[config.mk]
export PLATFORM = sky130hd
export DESIGN_NAME = input_frame_conditioner
export DESIGN_NICKNAME = d
export VERILOG_FILES = /design/src/rtl/input_frame_conditioner.sv
export SDC_FILE = /design/constraint.sdc
export NUM_CORES = 1
export LEC_CHECK = 0
export BUFFER_PORTS_ARGS = -buffer_cell sky130_fd_sc_hd__buf_2
export CORE_ASPECT_RATIO = 1.25
export CORE_MARGIN = 2
export CORE_UTILIZATION = 45
export CTS_CLUSTER_DIAMETER = 100
export DETAILED_ROUTE_END_ITERATION = 7
export GPL_ROUTABILITY_DRIVEN = 0
export PLACE_DENSITY = 0.71
export SLEW_MARGIN = 20
export SYNTH_ARGS = -nofsm -noshare
export SYNTH_HDL_FRONTEND = slang
export SYNTH_SLANG_ARGS = --single-unit
export TNS_END_PERCENT = 1
[constraint.sdc]
create_clock -name clk -period 3.4 [get_ports clk]
set_input_delay 1.02 -clock clk [delete_from_list [all_inputs] [get_ports clk]]
set_output_delay 1.02 -clock clk [all_outputs]
set_load 0.05 [all_outputs]
[src/rtl/input_frame_conditioner.sv]
// Button front end for the game: synchronizes and debounces left/right, resolves
// simultaneous presses (last pressed wins) and latches the result once per frame.
module input_frame_conditioner #(
  parameter int unsigned      DEB_W      = 16,
  parameter logic [DEB_W-1:0] DEB_CYCLES = 16'd50000
) (
  input  logic clk,
  input  logic reset,
  input  logic btn_left,
  input  logic btn_right,
  input  logic vsync,
  output logic left,
  output logic right,
  output logic left_press,
  output logic right_press,
  output logic frame_tick
);

  localparam logic [DEB_W-1:0] CntMax = DEB_CYCLES - 1'b1;
  localparam logic [DEB_W-1:0] CntOne = DEB_W'(1);

  typedef enum logic [1:0] {StRel, StPressWait, StHeld, StRelWait} deb_state_e;
  typedef enum logic [1:0] {PrioNone, PrioLeft, PrioRight} prio_e;

  // Index 0 is the left button, index 1 the right button throughout.
  logic [1:0]       btn_raw;
  logic [1:0]       meta_q, sync_q;
  deb_state_e       state_q [2];
  deb_state_e       state_d [2];
  logic [DEB_W-1:0] cnt_q   [2];
  logic [DEB_W-1:0] cnt_d   [2];
  logic [1:0]       rise, fall;
  logic [1:0]       deb_lvl, deb_nxt;

  prio_e            prio_q, prio_d;
  logic             res_left, res_right;

  logic             vsync_last_q;
  logic             frame_tick_q, frame_tick_d;
  logic             left_q, right_q;
  logic             left_press_q, right_press_q;
  logic [1:0]       sticky_q, sticky_d;

  assign btn_raw = {btn_right, btn_left};

  always_ff @(posedge clk) begin
    if (!reset) begin
      meta_q <= '0;
      sync_q <= '0;
      for (int i = 0; i < 2; i++) begin
        state_q[i] <= StRel;
        cnt_q[i]   <= '0;
      end
    end else begin
      meta_q <= btn_raw;
      sync_q <= meta_q;
      for (int i = 0; i < 2; i++) begin
        state_q[i] <= state_d[i];
        cnt_q[i]   <= cnt_d[i];
      end
    end
  end

  // Debounce: a level change is accepted after DEB_CYCLES consecutive equal samples.
  always_comb begin
    for (int i = 0; i < 2; i++) begin
      state_d[i] = state_q[i];
      cnt_d[i]   = cnt_q[i];
      rise[i]    = 1'b0;
      fall[i]    = 1'b0;
      case (state_q[i])
        StRel: begin
          if (sync_q[i]) begin
            state_d[i] = StPressWait;
            cnt_d[i]   = CntOne;
          end else begin
            cnt_d[i] = '0;
          end
        end
        StPressWait: begin
          if (!sync_q[i]) begin
            state_d[i] = StRel;
            cnt_d[i]   = '0;
          end else if (cnt_q[i] == CntMax) begin
            state_d[i] = StHeld;
            cnt_d[i]   = '0;
            rise[i]    = 1'b1;
          end else begin
            cnt_d[i] = cnt_q[i] + 1'b1;
          end
        end
        StHeld: begin
          if (!sync_q[i]) begin
            state_d[i] = StRelWait;
            cnt_d[i]   = CntOne;
          end
        end
        StRelWait: begin
          if (sync_q[i]) begin
            state_d[i] = StHeld;
            cnt_d[i]   = '0;
          end else if (cnt_q[i] == CntMax) begin
            state_d[i] = StRel;
            cnt_d[i]   = '0;
            fall[i]    = 1'b1;
          end else begin
            cnt_d[i] = cnt_q[i] + 1'b1;
          end
        end
        default: begin
          state_d[i] = StRel;
          cnt_d[i]   = '0;
        end
      endcase
      deb_lvl[i] = (state_q[i] == StHeld) || (state_q[i] == StRelWait);
      deb_nxt[i] = (state_d[i] == StHeld) || (state_d[i] == StRelWait);
    end
  end

  // A new press takes ownership; on release ownership passes to a button still held.
  always_comb begin
    prio_d = prio_q;
    if (rise[0] && rise[1]) begin
      prio_d = PrioNone;
    end else if (rise[0]) begin
      prio_d = PrioLeft;
    end else if (rise[1]) begin
      prio_d = PrioRight;
    end else if (fall[0]) begin
      prio_d = deb_nxt[1] ? PrioRight : PrioNone;
    end else if (fall[1]) begin
      prio_d = deb_nxt[0] ? PrioLeft : PrioNone;
    end
  end

  assign res_left  = deb_lvl[0] && (!deb_lvl[1] || (prio_q == PrioLeft));
  assign res_right = deb_lvl[1] && (!deb_lvl[0] || (prio_q == PrioRight));

  assign frame_tick_d = !vsync && vsync_last_q;
  // A rise coincident with the tick belongs to the next frame.
  assign sticky_d     = frame_tick_q ? rise : (sticky_q | rise);

  always_ff @(posedge clk) begin
    if (!reset) begin
      prio_q        <= PrioNone;
      vsync_last_q  <= 1'b0;
      frame_tick_q  <= 1'b0;
      left_q        <= 1'b0;
      right_q       <= 1'b0;
      left_press_q  <= 1'b0;
      right_press_q <= 1'b0;
      sticky_q      <= '0;
    end else begin
      prio_q       <= prio_d;
      vsync_last_q <= vsync;
      frame_tick_q <= frame_tick_d;
      sticky_q     <= sticky_d;
      if (frame_tick_q) begin
        left_q        <= res_left;
        right_q       <= res_right;
        left_press_q  <= sticky_q[0];
        right_press_q <= sticky_q[1];
      end else begin
        left_press_q  <= 1'b0;
        right_press_q <= 1'b0;
      end
    end
  end

  assign left        = left_q;
  assign right       = right_q;
  assign left_press  = left_press_q;
  assign right_press = right_press_q;
  assign frame_tick  = frame_tick_q;

endmodule

==> results of run 1 <==
==> logic make-up (layout without fill, tap and decap cells) <==
| family | Yosys count | count (layout) | share of synthesized area |
|---|---|---|---|
| XOR/XNOR | 3 | 3 | 0.0103 |
| buffers and inverters | 28 | 29 | 0.0596 |
| multiplexers | 1 | 1 | 0.00586 |
| AO/OA/AOI/OAI | 76 | 76 | 0.205 |
| AND/OR/NAND/NOR | 143 | 143 | 0.319 |
| flip-flops | 50 | 50 | 0.391 |
| adder cells (fa/ha/maj) | 2 | 2 | 0.00977 |
==> cells in the mapped netlist, types with 3 or more instances <==
library cell / n / area (sq um)
dfxtp_1: 50 / 1000
nand2_1: 42 / 158
a21oi_1: 19 / 95.1
nor2_1: 19 / 71.3
o21ai_0: 13 / 65.1
nand4_1: 11 / 68.8
and2_1: 10 / 62.6
inv_1: 10 / 37.5
nand3_1: 10 / 50.1
nor3_1: 9 / 45.0
a311oi_1: 8 / 70.1
and3_1: 8 / 50.1
a211oi_1: 6 / 45.0
a31oi_1: 5 / 31.3
buf_2: 5 / 25.0
o221a_1: 4 / 45.0
a22oi_1: 3 / 22.5
a41oi_1: 3 / 26.3
buf_1: 3 / 11.3
buf_6: 3 / 33.8
clkbuf_1: 3 / 11.3
nand2b_1: 3 / 18.8
nor2b_1: 3 / 18.8
nor3b_1: 3 / 22.5
nor4_1: 3 / 18.8
nor4_4: 3 / 63.8
==> worst max-delay path, delay by kind of cell, from the launching register on <==
kind / cells / cell delay (ns)
AND/OR/NAND/NOR: 3 / 1.15
flip-flops: 1 / 0.37
AO/OA/AOI/OAI: 2 / 0.33
buffers and inverters: 1 / 0.23
==> area by class of cell <==
type                       instances  area (sq um)  share of cell area
sequential                        50          1000               0.371
clock inverter                     3          45.0              0.0167
timing repair buffer              10          52.6              0.0195
clock buffer                       5          68.8              0.0255
inverter                          11          41.3              0.0153
tap                               64          80.1              0.0297
multi-input combinational        225          1410               0.522
==> placed cells by master, fill, tap and decap left out, drive strengths merged, types with 9 or more instances in the layout <==
cell type and count:
nand4 11, o21ai 15, nor3 9, nand3 10, dfxtp 50, and2 10
inv 11, nor2 19, a21oi 19, nand2 43, buf 10
==> flip-flops by register name, indices dropped and copies added (netlist names) <==
register and cells:
state_q 4, left 1, cnt_q 32, meta_q 2, sticky_q 2, prio_q 2
right 1, frame_tick 1, vsync_last_q 1, left_press 1, sync_q 2, right_press 1
==> per-stage QoR <==
stage | power (mW) | instances | utilization
floorplan | 0.624 | 303 | -
global placement | 0.629 | 360 | 0.471
detailed placement | 0.629 | 360 | 0.471
CTS | 1.05 | 368 | 0.492
global route | 1.08 | 368 | 0.492
finish | 1.04 | 368 | 0.492
==> metal layers <==
metal / share of wire / vias up / global-route usage
met1: 0.45 / 1021 / 0.215
met4: 0.022 / 0 / 0.0806
met3: 0.032 / 11 / 0.0308
met2: 0.49 / 38 / 0.316
li1: - / 1114 / -
met5: 0 / - / 0
==> power groups by stage <==
stage / registers, mW / clock network (mW) / logic, mW
finish: 0.594 / 0.425 / 0.0213
floorplan: 0.608 / 0 / 0.0163
CTS: 0.594 / 0.433 / 0.0217
global route: 0.595 / 0.459 / 0.0238
global placement: 0.608 / 0 / 0.0213
detailed placement: 0.608 / 0 / 0.0215
==> worst max-delay path by stage <==
stage / from / end / slack [ns] / cells after the start
after global placement: reset / cnt_q[0][22] / 1.16 / 4
after detailed placement: reset / cnt_q[0][22] / 1.14 / 4
final: cnt_q[0][20] / cnt_q[0][20] / 1.20 / 6
after CTS: cnt_q[0][4] / cnt_q[0][9] / 1.21 / 5
after global routing: cnt_q[0][16] / cnt_q[0][28] / 1.01 / 6
after floorplan: cnt_q[0][4] / cnt_q[0][3] / 1.46 / 7
==> flow_summary.toml, run 1 <==
[run_status]
status = "completed"

[synthesis]
yosysUniqueCellTypes = 57
mappedNetlistNets = 310
netlist_instances = 303
synth_edf_count = 0
syn-cell-area_sq_um = 2560
async_flop_share = 0
ys_ff_latch = 50
ys_warn_count = 0
syn_area_per_cell_sq_um = 8.45
seq_area_frac_synth = 0.391
ys.flop_type = "dfxtp_1"

[timing]
setup_ws_ns = 1.20
fin_skew_ns = 0.00616
rsz0062_at_grt = "no"
whs_ns = 0.440
setup_viol = 0
finalCriticalPeriod_ns = 2.20
final.setup.tns_ns = 0
fmaxAchievable_mhz = 455
relSlewSlack = 0.483
finalCritPeriodShare = 0.647
worst_pin_slew_ns = 0.769
maxSlewViolCount = 0
final_hold_viol_count = 0

[floorplan]
fp.dieArea_sq_um = 6310
core_area_sq_um = 5480
die_y_um = 88.3
dieWidth_um = 71.5
pin_count = 10
initial_utilization = 0.467
rows = 30

[cts]
cts_buffer_depth = 2
root_buffer = "clkbuf_8"
htree_levels = 2
cts.clk_slew.worst_paths_ns = 0.10
cts_sinks = 50
clk_latency_ns = 0.30
cts_resized = 0
cts_tree = "built"
holdBufCountCts = 0
cts_buffers = 5
cts_setup_buffers = 0

[power_and_ir_drop]
switchingPower_uw = 225
powerDensity_nw_per_um2 = 386
seq_power_share = 0.571
p_clk_frac = 0.408
p_comb_frac = 0.021
leakage_nw = 0.880
ir_worst_vdd_v = 0.000217
sw_frac_of_total = 0.216
intPower_uw = 815

[worst_setup_path]
crit_path_frequent_cell = "a211oi_1"
path_max_fanout = 17
slowest_stage = "or4b_4"
endpoint_kind = "register"
r2r_end = "cnt_q[0][20]"
critPathMaxStageDelay_ns = 0.58
startpoint_type = "register"
cp.required_ns = 3.57
crit_type = "register to register"
r2r_start = "cnt_q[0][20]"
cp.arrival_ns = 2.37
path_cells = "or4b_4 -> nor4_4 -> nor2_1 -> buf_4 -> a211oi_1 -> a211oi_1"
reg2reg_depth = 6
reg2reg_setup_slack_ns = 1.20

[placed_design]
dp_hpwl_mm = 3.58
dpl_cell_area_sq_um = 2580
port_buffers = 9
pre_cts_ws_ns = 1.14

[cells_and_area]
fill_cells = 517
drive_gt1_frac = 0.112
final_area_sq_um = 2700
antennaDiodeCount = 0
layout.nets = 310
syn_to_final_growth_pct = 5.28

[route]
wire_per_inst_um = 14.1
firstDrtPassIters = 4
drc = 0
drt.antenna.violating_nets = 0
routed_wirelength_mm = 5.20
vias = 2184
vias_per_cell = 5.93
drt_iter0_drc = 155

[global_route]
overflow = 0
antenna_found_initial = 0
grt_max_degree = 29
grt_pass1_vias = 2056
grt.total_usage = 0.180
grt_pass1_wl_mm = 9.18

[hold_path]
hold_end = "sync_q[0]"
hold_depth = 1
min_from = "meta_q[0]"
worstHoldPathType = "register to register"

[job]
cap_viol_max_count = 0
Note: power is estimated with default switching activity, not from simulation.
==> run 2, diff against run 1 <==
--- a/config.mk
+++ b/config.mk
@@ -5,6 +5,7 @@
 export SDC_FILE = /design/constraint.sdc
 export NUM_CORES = 1
 export LEC_CHECK = 0
+export ABC_AREA = 1
 export BUFFER_PORTS_ARGS = -buffer_cell sky130_fd_sc_hd__buf_2
 export CORE_ASPECT_RATIO = 1.25
 export CORE_MARGIN = 2
==> constraint.sdc (replaced) <==
create_clock -name clk -period 2.05 [get_ports clk]
set_input_delay 0.615 -clock clk [delete_from_list [all_inputs] [get_ports clk]]
set_output_delay 0.615 -clock clk [all_outputs]
set_load 0.05 [all_outputs]
==> run 2 against run 1 <==
Sequential share of layout area shrank 2.3 points. Register-to-register slack lost 0.87 ns. Design area grew 6.7%. Critical endpoint is now cnt_q[0][18]. Largest cell class unchanged. Largest power group unchanged. Highest routed layer unchanged.
==> flow_summary.toml, run 2 <==
[run_status]
status = "completed"

[timing]
finalCriticalPeriod_ns = 1.71
rsz0062_at_grt = "no"
final.setup.tns_ns = 0
maxSlewViolCount = 0
setup_viol = 0
final_hold_viol_count = 0
finalCritPeriodShare = 0.836
worst_pin_slew_ns = 0.352
relSlewSlack = 0.765
fmaxAchievable_mhz = 583
fin_skew_ns = 0.0133

[synthesis]
seq_area_frac_synth = 0.380
netlist_instances = 398
synthTopCellsByCount = "nand2_1 (114), inv_1 (52), dfxtp_1 (50)"
synth_edf_count = 0
ys.flop_type = "dfxtp_1"
synth_most_common_cell = "nand2_1"
synth_top_area_cell = "dfxtp_1"
ys_ff_latch = 50
mappedNetlistNets = 405
async_flop_share = 0
synth.area.top_cells = "dfxtp_1 (38%), nand2_1 (16%), inv_1 (7.4%)"
syn_area_per_cell_sq_um = 6.63
ys_warn_count = 0
syn-cell-area_sq_um = 2640
synth_top_area_frac = 0.380
yosysUniqueCellTypes = 33

[worst_setup_path]
endpoint_kind = "register"
reg2reg_setup_slack_ns = 0.34
cp.arrival_ns = 1.93
startpoint_type = "register"
crit_type = "register to register"
path_max_fanout = 13
r2r_end = "cnt_q[0][18]"
reg2reg_depth = 10
r2r_start = "cnt_q[0][16]"
cp.required_ns = 2.27

[global_route]
overflow = 0
grt.total_usage = 0.184
grt_pass1_wl_mm = 9.52
antenna_found_initial = 0
grt_pass1_vias = 2227
grt_max_degree = 18

[floorplan]
die_y_um = 89.6
dieWidth_um = 72.5
core_area_sq_um = 5740
pin_count = 10
initial_utilization = 0.459
fp.dieArea_sq_um = 6490
rows = 31

[cts]
htree_levels = 2
cts.clk_slew.worst_paths_ns = 0.10
holdBufCountCts = 0
cts_sinks = 50
clk_latency_ns = 0.31
cts_tree = "built"
cts_buffers = 5
cts_setup_buffers = 0
cts_buffer_depth = 2
cts_resized = 0
root_buffer = "clkbuf_8"

[route]
drt.antenna.violating_nets = 0
vias = 2456
firstDrtPassIters = 4
routed_wirelength_mm = 5.56
drt_iter0_drc = 124
wire_per_inst_um = 11.6
wl_met2_mm = 2.93
vias_per_cell = 5.12
drc = 0
m1WireLength_mm = 2.42
wl_met3_um = 140
top_layer_used = "met4"

[cells_and_area]
final_area_sq_um = 2880
syn_to_final_growth_pct = 9.06
final_common_cell = "nand2_1"
antennaDiodeCount = 0
largest_register_ff_count = 32
largest-register = "cnt_q"
drive_gt1_frac = 0.130
reg_top3 = "cnt_q (32), state_q (4)"
final_cell_mix = "nand2_1 (114), inv_1 (52), dfxtp_1 (50)"
layout.nets = 420

[power_and_ir_drop]
powerDensity_nw_per_um2 = 600
intPower_mw = 1.36
p_comb_frac = 0.029
ir_worst_vdd_v = 0.000338
seq_power_share = 0.570
sw_frac_of_total = 0.213
p_clk_frac = 0.401
leakage_nw = 1.13
switchingPower_uw = 368
finalPower_mw = 1.73

[hold_path]
hold_depth = 2
hold_end = "frame_tick"
min_from = "vsync_last_q"
worstHoldPathType = "register to register"

[placed_design]
dp_hpwl_mm = 4.20
port_buffers = 9
dpl_cell_area_sq_um = 2770

[job]
cap_viol_max_count = 0
-- run 2: cell types whose count changed in the layout (fill, tap and decap cells not counted), moves of 6 or more --
cell      previous run  this run
and2_1              10         0
o21ai_0             13        21
a311oi_1             8         0
nor2_2               0         8
nand3_2              0         6
nand3_1             10        20
nand2_1             42       114
buf_4                1         7
inv_1               10        52
a21oi_1             19        30
nor2_1              19        38
-- run 2: stage by stage --
step,utilization,instances,hold slack [ns],setup WS [ns]
2_1_floorplan,-,398,0.390,0.595
3_3_place_gp,0.482,472,0.394,0.388
3_5_place_dp,0.482,472,0.396,0.362
4_1_cts,0.501,480,0.414,0.343
5_1_grt,0.501,480,0.428,0.136
6_report,0.501,480,0.412,0.335
-- run 2: worst max-delay path, stage by stage (launching register included) --
cell and delay (ns):
dfxtp_1 0.38, ha_1 0.22, nand3_2 0.14, nor2_2 0.25
nand2_1 0.10, nand2_2 0.13, inv_2 0.14, nand2_1 0.09
nand2_1 0.05, o211ai_1 0.07, inv_1 0.05
-- run 2: layer usage --
metal / track usage / vias up
met2: 0.336 / 40
met1: 0.206 / 1112
met4: 0.0724 / 0
met3: 0.0424 / 6
li1: - / 1298
met5: 0 / -
-- run 2: worst max-delay path by stage --
stage / start / endpoint / slack, ns
after global routing: cnt_q[0][16] / cnt_q[0][18] / 0.14
after CTS: cnt_q[0][16] / cnt_q[0][18] / 0.34
after detailed placement: cnt_q[0][16] / cnt_q[0][18] / 0.36
after floorplan: cnt_q[0][16] / prio_q[0] / 0.60
final: cnt_q[0][16] / cnt_q[0][18] / 0.34
after global placement: cnt_q[0][16] / cnt_q[0][18] / 0.39
-- run 2: cell families (layout without fill, tap and decap cells) --
kind of cell	after synthesis	count (layout)	synth area share
buf+inv	65	81	0.101
compound gates	70	70	0.151
fa+ha+maj	2	2	0.00949
flops	50	50	0.380
xor+xnor	3	3	0.00996
simple gates	208	208	0.350
-- run 2: power by group through the flow --
stage / Combinational, mW / Sequential [mW] / Clock (mW)
6_report: 0.0502 / 0.985 / 0.692
4_1_cts: 0.0508 / 0.985 / 0.715
3_3_place_gp: 0.0497 / 1.01 / 0
5_1_grt: 0.0567 / 0.987 / 0.751
3_5_place_dp: 0.0507 / 1.01 / 0
2_1_floorplan: 0.0263 / 1.01 / 0
-- run 2: area by class of cell --
class	instances	area, sq um
well taps	66	82.6
fillers	582	2860
clock inverters	2	37.5
multi-input cells	283	1370
clock buffers	6	72.6
inverters	57	214
repair buffers	16	97.6
flip-flops and latches	50	1000
==> run 3, diff against run 2 <==
--- a/config.mk
+++ b/config.mk
@@ -5,7 +5,7 @@
 export SDC_FILE = /design/constraint.sdc
 export NUM_CORES = 1
 export LEC_CHECK = 0
-export ABC_AREA = 1
+export ABC_AREA = 0
 export BUFFER_PORTS_ARGS = -buffer_cell sky130_fd_sc_hd__buf_2
 export CORE_ASPECT_RATIO = 1.25
 export CORE_MARGIN = 2
==> constraint.sdc (replaced) <==
create_clock -name clk -period 1.75 [get_ports clk]
set_input_delay 0.525 -clock clk [delete_from_list [all_inputs] [get_ports clk]]
set_output_delay 0.525 -clock clk [all_outputs]
set_load 0.05 [all_outputs]
==> run 3 against run 2 <==
The flow now finishes with violations (setup timing). Sequential share of layout area shrank 3.7 points. Clock skew shrank 0.0045 ns. First-iteration DRC count grew 13%. Total power grew 19%. Critical path depth shrank 5. Global-route usage grew 2.8 points. Critical endpoint is now prio_q[0]. Largest cell class unchanged. Highest routed layer unchanged.
==> flow_summary.toml, run 3 (synthesis results as in run 1) <==
[timing]
maxSlewViolCount = 0
fmaxAchievable_mhz = 520
final.setup.tns_ns = -2.05
rsz0062_at_grt = "yes"
worst_pin_slew_ns = 0.463
finalCritPeriodShare = 1.10
setup_ws_ns = -0.173
fin_skew_ns = 0.00878
setup_viol = 28
finalCriticalPeriod_ns = 1.92
relSlewSlack = 0.690
final_hold_viol_count = 0

[route]
vias_per_cell = 5.81
routed_wirelength_mm = 6.30
drt_iter0_drc = 140
drt.antenna.violating_nets = 0
firstDrtPassIters = 4
drc = 0
wire_per_inst_um = 14.9
vias = 2465

[power_and_ir_drop]
leakage_nw = 1.20
intPower_mw = 1.60
p_comb_frac = 0.031
finalPower_mw = 2.06
switchingPower_uw = 459
seq_power_share = 0.559
ir_worst_vdd_v = 0.000439
p_clk_frac = 0.410
sw_frac_of_total = 0.223
powerDensity_nw_per_um2 = 637

[cts]
htree_levels = 2
clk_latency_ns = 0.31
holdBufCountCts = 0
cts_tree = "built"
root_buffer = "clkbuf_8"
cts_sinks = 50
cts_buffers = 5
cts.clk_slew.worst_paths_ns = 0.10
cts_buffer_depth = 2

[cells_and_area]
drive_gt1_frac = 0.319
final_cell_mix = "buf_4 (55), dfxtp_1 (46), nand2_1 (39)"
largest-register = "cnt_q"
reg_top3 = "cnt_q (32), state_q (4)"
multi_input_area_sq_um = 1500
final_common_cell = "buf_4"
regArea_sq_um = 1010
antennaDiodeCount = 0
fill_cells = 490
layout.nets = 366
syn_to_final_growth_pct = 26.3
fin_cells = 424
largest_register_ff_count = 32

[worst_setup_path]
cp.arrival_ns = 2.15
reg2reg_depth = 5
crit_type = "register to register"
path_max_fanout = 4
startpoint_type = "register"
endpoint_kind = "register"
cp.required_ns = 1.97

[placed_design]
pre_cts_ws_ns = -0.137
place_inst = 415
port_buffers = 9
dp_hpwl_mm = 4.57

[global_route]
grt_pass1_wl_mm = 10.6
grt_max_degree = 20
grt.total_usage = 0.212
antenna_found_initial = 0
grt_pass1_vias = 2367
overflow = 0

[floorplan]
initial_utilization = 0.467
pin_count = 10
core_area_sq_um = 5480
fp.dieArea_sq_um = 6310
dieWidth_um = 71.5
die_y_um = 88.3
rows = 30

[hold_path]
hold_depth = 2
worstHoldPathType = "input pin to register"

[run_status]
violations = "setup timing"
status = "complete, but fails checks"

[job]
cap_viol_max_count = 0
==> run 3: changes by cell type in the layout (fill, tap and decap cells not counted), sizes merged, moves of 7 or more <==
| cell | delta |
|---|---|
| inv | -45 |
| buf | +50 |
| a311oi | +8 |
| nor4 | +7 |
| nand3 | -16 |
| nand2 | -75 |
| o21ai | -12 |
| a21oi | -12 |
| nor2 | -29 |
| and2 | +10 |
==> run 3: path summary, 6_finish.rpt <==
check	slack (ns)	start	to
setup / recovery	-0.17	cnt_q[0][5]	prio_q[0]
hold / removal	0.38	vsync	frame_tick
setup reg to reg	-0.17	cnt_q[0][5]	prio_q[0]
hold reg to reg	0.44	meta_q[0]	sync_q[0]
==> run 3: per-stage QoR <==
step | utilization | hold WS [ns] | instance area (sq um)
after global placement | 0.553 | 0.414 | 3030
after floorplan | - | 0.412 | 2570
after detailed placement | 0.553 | 0.418 | 3030
final | 0.590 | 0.380 | 3240
after CTS | 0.577 | 0.375 | 3160
after global routing | 0.590 | 0.381 | 3240
==> run 3: power groups by stage <==
stage / clock network, mW / registers, mW / logic [mW]
global placement: 0 / 1.18 / 0.0594
global route: 0.893 / 1.15 / 0.0690
floorplan: 0 / 1.18 / 0.0318
finish: 0.844 / 1.15 / 0.0636
CTS: 0.857 / 1.15 / 0.0615
detailed placement: 0 / 1.18 / 0.0607
==> run 3: critical path, cell delays in order, from the launching register on <==
cell and delay (ns):
dfxtp_2 0.34, or4b_4 0.57, nor4_4 0.41, mux2_4 0.22, nand2_2 0.06, o31ai_2 0.23
==> run 3: cell type report <==
| type | instances | share of cell area |
|---|---|---|
| multi-input cells | 225 | 0.463 |
| flip-flops and latches | 50 | 0.311 |
| repair buffers | 66 | 0.154 |
| well taps | 64 | 0.0247 |
| clock buffers | 5 | 0.0213 |
| clock inverters | 3 | 0.0135 |
| inverters | 11 | 0.0128 |
==> run 3: what timing repair did <==
item / in CTS / in global routing
pin swaps: 2 / 6
gates resized for setup: 5 / 17
setup endpoints to repair: 32 / 37
setup buffers: 0 / 1
==> run 3: layer usage <==
metal,up-vias,track usage,share of wire
li1,1228,-,-
met1,1156,0.248,0.43
met2,63,0.376,0.50
met3,18,0.0296,0.035
met4,0,0.110,0.033
met5,-,0,0
